$ cat src/rtl/spi_cfg_master.sv
// SPI write-only configuration master: FIFO of (addr,data) commands,
// each sent as a 16-bit mode-0 frame {1,addr,data}, MSB first.
// Ports: clk, rst_n, cmd_valid/cmd_ready/cmd_addr/cmd_data (command in),
// fifo_level, busy, done, err_drop (status), sclk/ncs/copi (SPI out).
// Option: SPI_CFG_ADDR_CHECK_EN drops commands with addr > 7'h04.
module spi_cfg_master #(
  parameter int CLK_DIV    = 4,
  parameter int FIFO_DEPTH = 4,
  parameter int CS_GAP     = 4
) (
  input  logic                              clk,
  input  logic                              rst_n,
  input  logic                              cmd_valid,
  output logic                              cmd_ready,
  input  logic [6:0]                        cmd_addr,
  input  logic [7:0]                        cmd_data,
  output logic [$clog2(FIFO_DEPTH+1)-1:0]   fifo_level,
  output logic                              busy,
  output logic                              done,
  output logic                              err_drop,
  output logic                              sclk,
  output logic                              ncs,
  output logic                              copi
);

  localparam int LW   = $clog2(FIFO_DEPTH + 1);
  localparam int AW   = (FIFO_DEPTH > 1) ? $clog2(FIFO_DEPTH) : 1;
  localparam int MAXC = (CLK_DIV > CS_GAP) ? CLK_DIV : CS_GAP;
  localparam int CW   = (MAXC > 1) ? $clog2(MAXC) : 1;

  localparam logic [LW-1:0] LVL_FULL = LW'(FIFO_DEPTH);
  localparam logic [CW-1:0] HC_END   = CW'(CLK_DIV - 1);
  localparam logic [CW-1:0] GAP_END  = CW'(CS_GAP - 1);

  typedef enum logic [2:0] {
    S_IDLE,
    S_LEAD,
    S_HIGH,
    S_LOW,
    S_TRAIL,
    S_GAP
  } state_t;

  state_t          state_q, state_d;
  logic [CW-1:0]   hc_q, hc_d;
  logic [3:0]      bit_q, bit_d;
  logic [14:0]     sh_q, sh_d;
  logic            sclk_q, sclk_d;
  logic            ncs_q, ncs_d;
  logic            copi_q, copi_d;
  logic            done_q, done_d;
  logic            drop_q, drop_d;
  logic            busy_q, busy_d;
  logic            rdy_q, rdy_d;
  logic [LW-1:0]   level_q, level_d;
  logic [AW-1:0]   wr_ptr_q, wr_ptr_d;
  logic [AW-1:0]   rd_ptr_q, rd_ptr_d;

  logic [14:0]     mem [FIFO_DEPTH];
  logic [14:0]     head;
  logic            push;
  logic            pop;
  logic            addr_bad;

  assign head = mem[rd_ptr_q];
  assign push = cmd_valid & rdy_q;

`ifdef SPI_CFG_ADDR_CHECK_EN
  assign addr_bad = (head[14:8] > 7'h04);
`else
  assign addr_bad = 1'b0;
`endif

  // Frame sequencer. sh holds the 15 bits after the leading write bit;
  // its MSB is always the next bit to drive on copi.
  always_comb begin
    state_d = state_q;
    hc_d    = hc_q;
    bit_d   = bit_q;
    sh_d    = sh_q;
    sclk_d  = sclk_q;
    ncs_d   = ncs_q;
    copi_d  = copi_q;
    done_d  = 1'b0;
    drop_d  = 1'b0;
    pop     = 1'b0;
    unique case (state_q)
      S_IDLE: begin
        hc_d = '0;
        if (level_q != '0) begin
          pop = 1'b1;
          if (addr_bad) begin
            drop_d = 1'b1;
          end else begin
            sh_d    = head;
            ncs_d   = 1'b0;
            copi_d  = 1'b1;
            bit_d   = '0;
            state_d = S_LEAD;
          end
        end
      end
      S_LEAD: begin
        hc_d = hc_q + CW'(1);
        if (hc_q == HC_END) begin
          hc_d    = '0;
          sclk_d  = 1'b1;
          state_d = S_HIGH;
        end
      end
      S_HIGH: begin
        hc_d = hc_q + CW'(1);
        if (hc_q == HC_END) begin
          hc_d   = '0;
          sclk_d = 1'b0;
          if (bit_q == 4'd15) begin
            state_d = S_TRAIL;
          end else begin
            copi_d  = sh_q[14];
            sh_d    = {sh_q[13:0], 1'b0};
            bit_d   = bit_q + 4'd1;
            state_d = S_LOW;
          end
        end
      end
      S_LOW: begin
        hc_d = hc_q + CW'(1);
        if (hc_q == HC_END) begin
          hc_d    = '0;
          sclk_d  = 1'b1;
          state_d = S_HIGH;
        end
      end
      S_TRAIL: begin
        hc_d = hc_q + CW'(1);
        if (hc_q == HC_END) begin
          hc_d    = '0;
          ncs_d   = 1'b1;
          done_d  = 1'b1;
          state_d = S_GAP;
        end
      end
      S_GAP: begin
        hc_d = hc_q + CW'(1);
        if (hc_q == GAP_END) begin
          hc_d    = '0;
          state_d = S_IDLE;
        end
      end
      default: begin
        state_d = S_IDLE;
        hc_d    = '0;
        sclk_d  = 1'b0;
        ncs_d   = 1'b1;
      end
    endcase
  end

  // FIFO bookkeeping. Ready is precomputed from next-state values so that
  // a full FIFO still accepts on the very cycle an entry is popped.
  always_comb begin
    wr_ptr_d = wr_ptr_q;
    rd_ptr_d = rd_ptr_q;
    if (push) wr_ptr_d = wr_ptr_q + AW'(1);
    if (pop)  rd_ptr_d = rd_ptr_q + AW'(1);
    level_d = level_q + LW'(push) - LW'(pop);
    rdy_d   = (level_d != LVL_FULL) ||
              ((state_d == S_IDLE) && (level_d != '0));
    busy_d  = (state_d != S_IDLE) || (level_d != '0);
  end

  always_ff @(posedge clk or negedge rst_n) begin
    if (!rst_n) begin
      state_q  <= S_IDLE;
      hc_q     <= '0;
      bit_q    <= '0;
      sh_q     <= '0;
      sclk_q   <= 1'b0;
      ncs_q    <= 1'b1;
      copi_q   <= 1'b0;
      done_q   <= 1'b0;
      drop_q   <= 1'b0;
      busy_q   <= 1'b0;
      rdy_q    <= 1'b1;
      level_q  <= '0;
      wr_ptr_q <= '0;
      rd_ptr_q <= '0;
    end else begin
      state_q  <= state_d;
      hc_q     <= hc_d;
      bit_q    <= bit_d;
      sh_q     <= sh_d;
      sclk_q   <= sclk_d;
      ncs_q    <= ncs_d;
      copi_q   <= copi_d;
      done_q   <= done_d;
      drop_q   <= drop_d;
      busy_q   <= busy_d;
      rdy_q    <= rdy_d;
      level_q  <= level_d;
      wr_ptr_q <= wr_ptr_d;
      rd_ptr_q <= rd_ptr_d;
    end
  end

  // Storage needs no reset: entries are only read below the level count.
  always_ff @(posedge clk) begin
    if (push) mem[wr_ptr_q] <= {cmd_addr, cmd_data};
  end

  assign cmd_ready  = rdy_q;
  assign fifo_level = level_q;
  assign busy       = busy_q;
  assign done       = done_q;
  assign err_drop   = drop_q;
  assign sclk       = sclk_q;
  assign ncs        = ncs_q;
  assign copi       = copi_q;

endmodule

$ cat config.mk
export PLATFORM = sky130hd
export DESIGN_NAME = spi_cfg_master
export DESIGN_NICKNAME = d
export VERILOG_FILES = /design/src/rtl/spi_cfg_master.sv
export SDC_FILE = /design/constraint.sdc
export NUM_CORES = 1
export LEC_CHECK = 0
export CELL_PAD_IN_SITES_DETAIL_PLACEMENT = 0
export CELL_PAD_IN_SITES_GLOBAL_PLACEMENT = 1
export CORE_AREA = 2 2 91 93
export DETAILED_ROUTE_END_ITERATION = 8
export DIE_AREA = 0 0 93 95
export GPL_ROUTABILITY_DRIVEN = 0
export PLACE_DENSITY = 0.82
export SLEW_MARGIN = 20
export SYNTH_ARGS = -nofsm -noshare
export SYNTH_HDL_FRONTEND = slang
export SYNTH_SLANG_ARGS = --single-unit
$ cat constraint.sdc
create_clock -name clk -period 7.36 [get_ports clk]
set_clock_uncertainty 0.15 [all_clocks]
set_input_delay 1.472 -clock clk [delete_from_list [all_inputs] [get_ports clk]]
set_output_delay 1.472 -clock clk [all_outputs]
set_load 0.01 [all_outputs]
==> impl_metrics.env <==
export IMPL_crit_path_start_kind="input pin"
export IMPL_worstSkewPairLatency_ns=0.35
export IMPL_worstMarginPinSlew_ns=0.8694
export IMPL_port_buffers=26
export IMPL_worst_path_max_fanout=5
export IMPL_cts_sinks=97
export IMPL_grtUsageTotal=0.1660
export IMPL_dieArea_mm2=0.008835
export IMPL_n_fill_cell=643
export IMPL_fmax_mhz=270.8
export IMPL_post_drt_wl_per_cell_um=16.68
export IMPL_final_area_mm2=0.004553
export IMPL_firstDrtPassIters=4
export IMPL_placed_area_mm2=0.004342
export IMPL_fin_crit_ns=3.693
export IMPL_synth_top_area_cell="edfxtp_1"
export IMPL_slew_viol_final=0
export IMPL_path_buf_inv=2
export IMPL_worst_setup_path_type="in2reg"
export IMPL_postCtsHoldBufs=0
export IMPL_yosysWarnings=0
export IMPL_totalWireLength_um=6555
export IMPL_setup_viol=0
export IMPL_cts_resized=0
export IMPL_coreArea_mm2=0.007928
export IMPL_power_mw=1.226
export IMPL_antenna_cells=0
export IMPL_grt_pass1_wl_um=10870
export IMPL_grt_remaining_overflow=0
export IMPL_required_ns=7.44
export IMPL_die_w_um=93
export IMPL_netlist_area_mm2=0.004025
export IMPL_drv_cap=0
export IMPL_tns_ns=0
export IMPL_critPathCaptureType="register"
export IMPL_synth_cell_types=49
export IMPL_drtIter0Drc=105
export IMPL_drive_gt1_frac=0.1806
export IMPL_outcome="complete, no violations"
export IMPL_place_ws_ns=3.291
export IMPL_cp_top_family="adder cells"
export IMPL_rsz0062_at_grt="no"
export IMPL_dp_cells=377
export IMPL_antenna_found_initial=0
export IMPL_synth_seq_cells=97
export IMPL_synthTopCellsByCount="60 x edfxtp_1, 35 x dfrtp_1, 20 x inv_1, 15 x mux4_2, 15 x o22ai_1"
export IMPL_areaGrowthSynthToFinish_pct=13.12
export IMPL_worstPathCellList="clkdlybuf4s50_1 -> nand2_1 -> ha_1 -> inv_1 -> ha_1 -> fa_1 -> xnor2_1 -> xnor2_1 -> or4_1"
export IMPL_detail_route_antenna_nets=0
export IMPL_rows=33
export IMPL_grt_pass1_vias=2153
export IMPL_start_util=0.5077
export IMPL_critPathMaxStageDelay_ns=0.52
export IMPL_synth_edf_count=60
export IMPL_synthFlopType="edfxtp_1"
export IMPL_hpwl_um=4240
export IMPL_ios=28
export IMPL_syn_nets=288
export IMPL_worst_ir_drop_vdd_mv=0.1518
export IMPL_slew_headroom=0.4204
export IMPL_yosys_top_cells_area="edfxtp_1 45%, dfrtp_1 22%, mux4_2 8.4%"
export IMPL_fin_crit_sh=0.5018
export IMPL_clock_path_buffers=2
export IMPL_cts_made_buffers=9
export IMPL_ys_seq_area_frac=0.6783
export IMPL_grt_max_degree=38
export IMPL_crit_path_top_delay_cell="clkdlybuf4s50_1"
export IMPL_finalNetCount=311
export IMPL_final_hold_viol_count=0
export IMPL_timing_hold_ws_ns=0.3277
export IMPL_layout_setup_ws_ns=3.667
export IMPL_synth_most_common_cell="edfxtp_1"
export IMPL_p_per_area_mw_per_mm2=269.3
export IMPL_fp_dieH_um=95
export IMPL_htree_levels=3
export IMPL_yosys_area_top_type_share=0.4476
export IMPL_p_leak_nw=1.674
export IMPL_drc=0
export IMPL_via_per_inst=5.407
export IMPL_routed_via_count=2125
export IMPL_post_cts_setup_buffers=0
export IMPL_synthCells=260
export IMPL_synth_async_reset_ratio=0.3814
export IMPL_final_cells=393
export IMPL_clk_pin_slew_ns=0.10
export IMPL_worst_hold_path_type="reg2reg"
export IMPL_fin_util=0.5743
export IMPL_cts_root_buf="clkbuf_8"
export IMPL_cts_tree="built"
export IMPL_crit_arrival_ns=3.78
export IMPL_synth_avg_cell_area_um2=15.48
final timing paths:
kind | startpoint | endpoint | slack (ns) | cells after the start
worst max register to register | state_q[2]$_DFF_PN0_ | busy$_DFF_PN0_ | 4.13 | 10
worst min register to register | hc_q[0]$_DFF_PN0_ | hc_q[0]$_DFF_PN0_ | 0.33 | 1
max in group asynchronous | rst_n | rd_ptr_q[0]$_DFFE_PN0P_ | 5.46 | 1
min in group asynchronous | rst_n | done$_DFF_PN0_ | 1.04 | 1
worst min-delay path | hc_q[0]$_DFF_PN0_ | hc_q[0]$_DFF_PN0_ | 0.33 | 1
worst max-delay path | cmd_valid | busy$_DFF_PN0_ | 3.67 | 9
state kept, by name, summed over array words and instances, names as in the netlist, 2 cells and up:
name        count
wr_ptr_q        2
rd_ptr_q        2
fifo_level      3
sh_q           15
hc_q            2
state_q         3
bit_q           4
mem            60
layout make-up:
cell class                 count  area, um2  share of cell area
sequential                    97       2731              0.5999
clock buffer                   9      123.9             0.02721
clock inverter                 7      86.33             0.01896
tap                          105      131.4             0.02885
multi-input combinational    128       1146              0.2517
inverter                      21      78.83             0.01731
timing repair buffer          26      255.2             0.05606
layout by cell type, fill, tap and decap left out, types with 2 or more instances in the layout:
cell	Yosys	layout
ha_1	9	9
edfxtp_1	60	60
dfrtp_1	35	34
a21oi_2	10	10
xnor2_1	5	5
clkbuf_8	0	9
o21ai_0	7	7
o22ai_1	15	15
nand2_1	8	8
a21oi_1	11	11
inv_8	0	2
nor2_1	4	4
or3_1	2	2
inv_1	20	20
mux4_2	15	15
and3_1	5	5
clkdlybuf4s50_1	0	25
nand3_1	4	4
nor3_1	3	3
inv_6	0	2
dfstp_2	2	2
o21ai_1	5	5
cells by family after synthesis:
logic type | synth area share
AO/OA/AOI/OAI | 0.09139
XOR/XNOR | 0.01088
adder cells (fa/ha/maj) | 0.03295
buffers and inverters | 0.03699
flip-flops | 0.6783
multiplexers | 0.08921
other | 0.0009317
AND/OR/NAND/NOR | 0.05938
where the power goes:
part | switching [mW] | internal, mW | leakage [nW]
logic | 0.0948 | 0.0775 | 0.576
clock network | 0.193 | 0.165 | 0.104
registers | 0.0293 | 0.666 | 0.994
total | 0.317 | 0.909 | 1.67
routing by layer:
metal | GRT usage | part of all wire | routed length, um | vias to the layer above
met5 | 0 | 0 | 0 | -
met4 | 0.07353 | 0.017 | 109 | 0
met3 | 0.03352 | 0.026 | 173 | 7
met2 | 0.2675 | 0.50 | 3296 | 32
met1 | 0.2210 | 0.45 | 2975 | 1064
li1 | - | - | - | 1022
(Power assumes the default switching activity.)
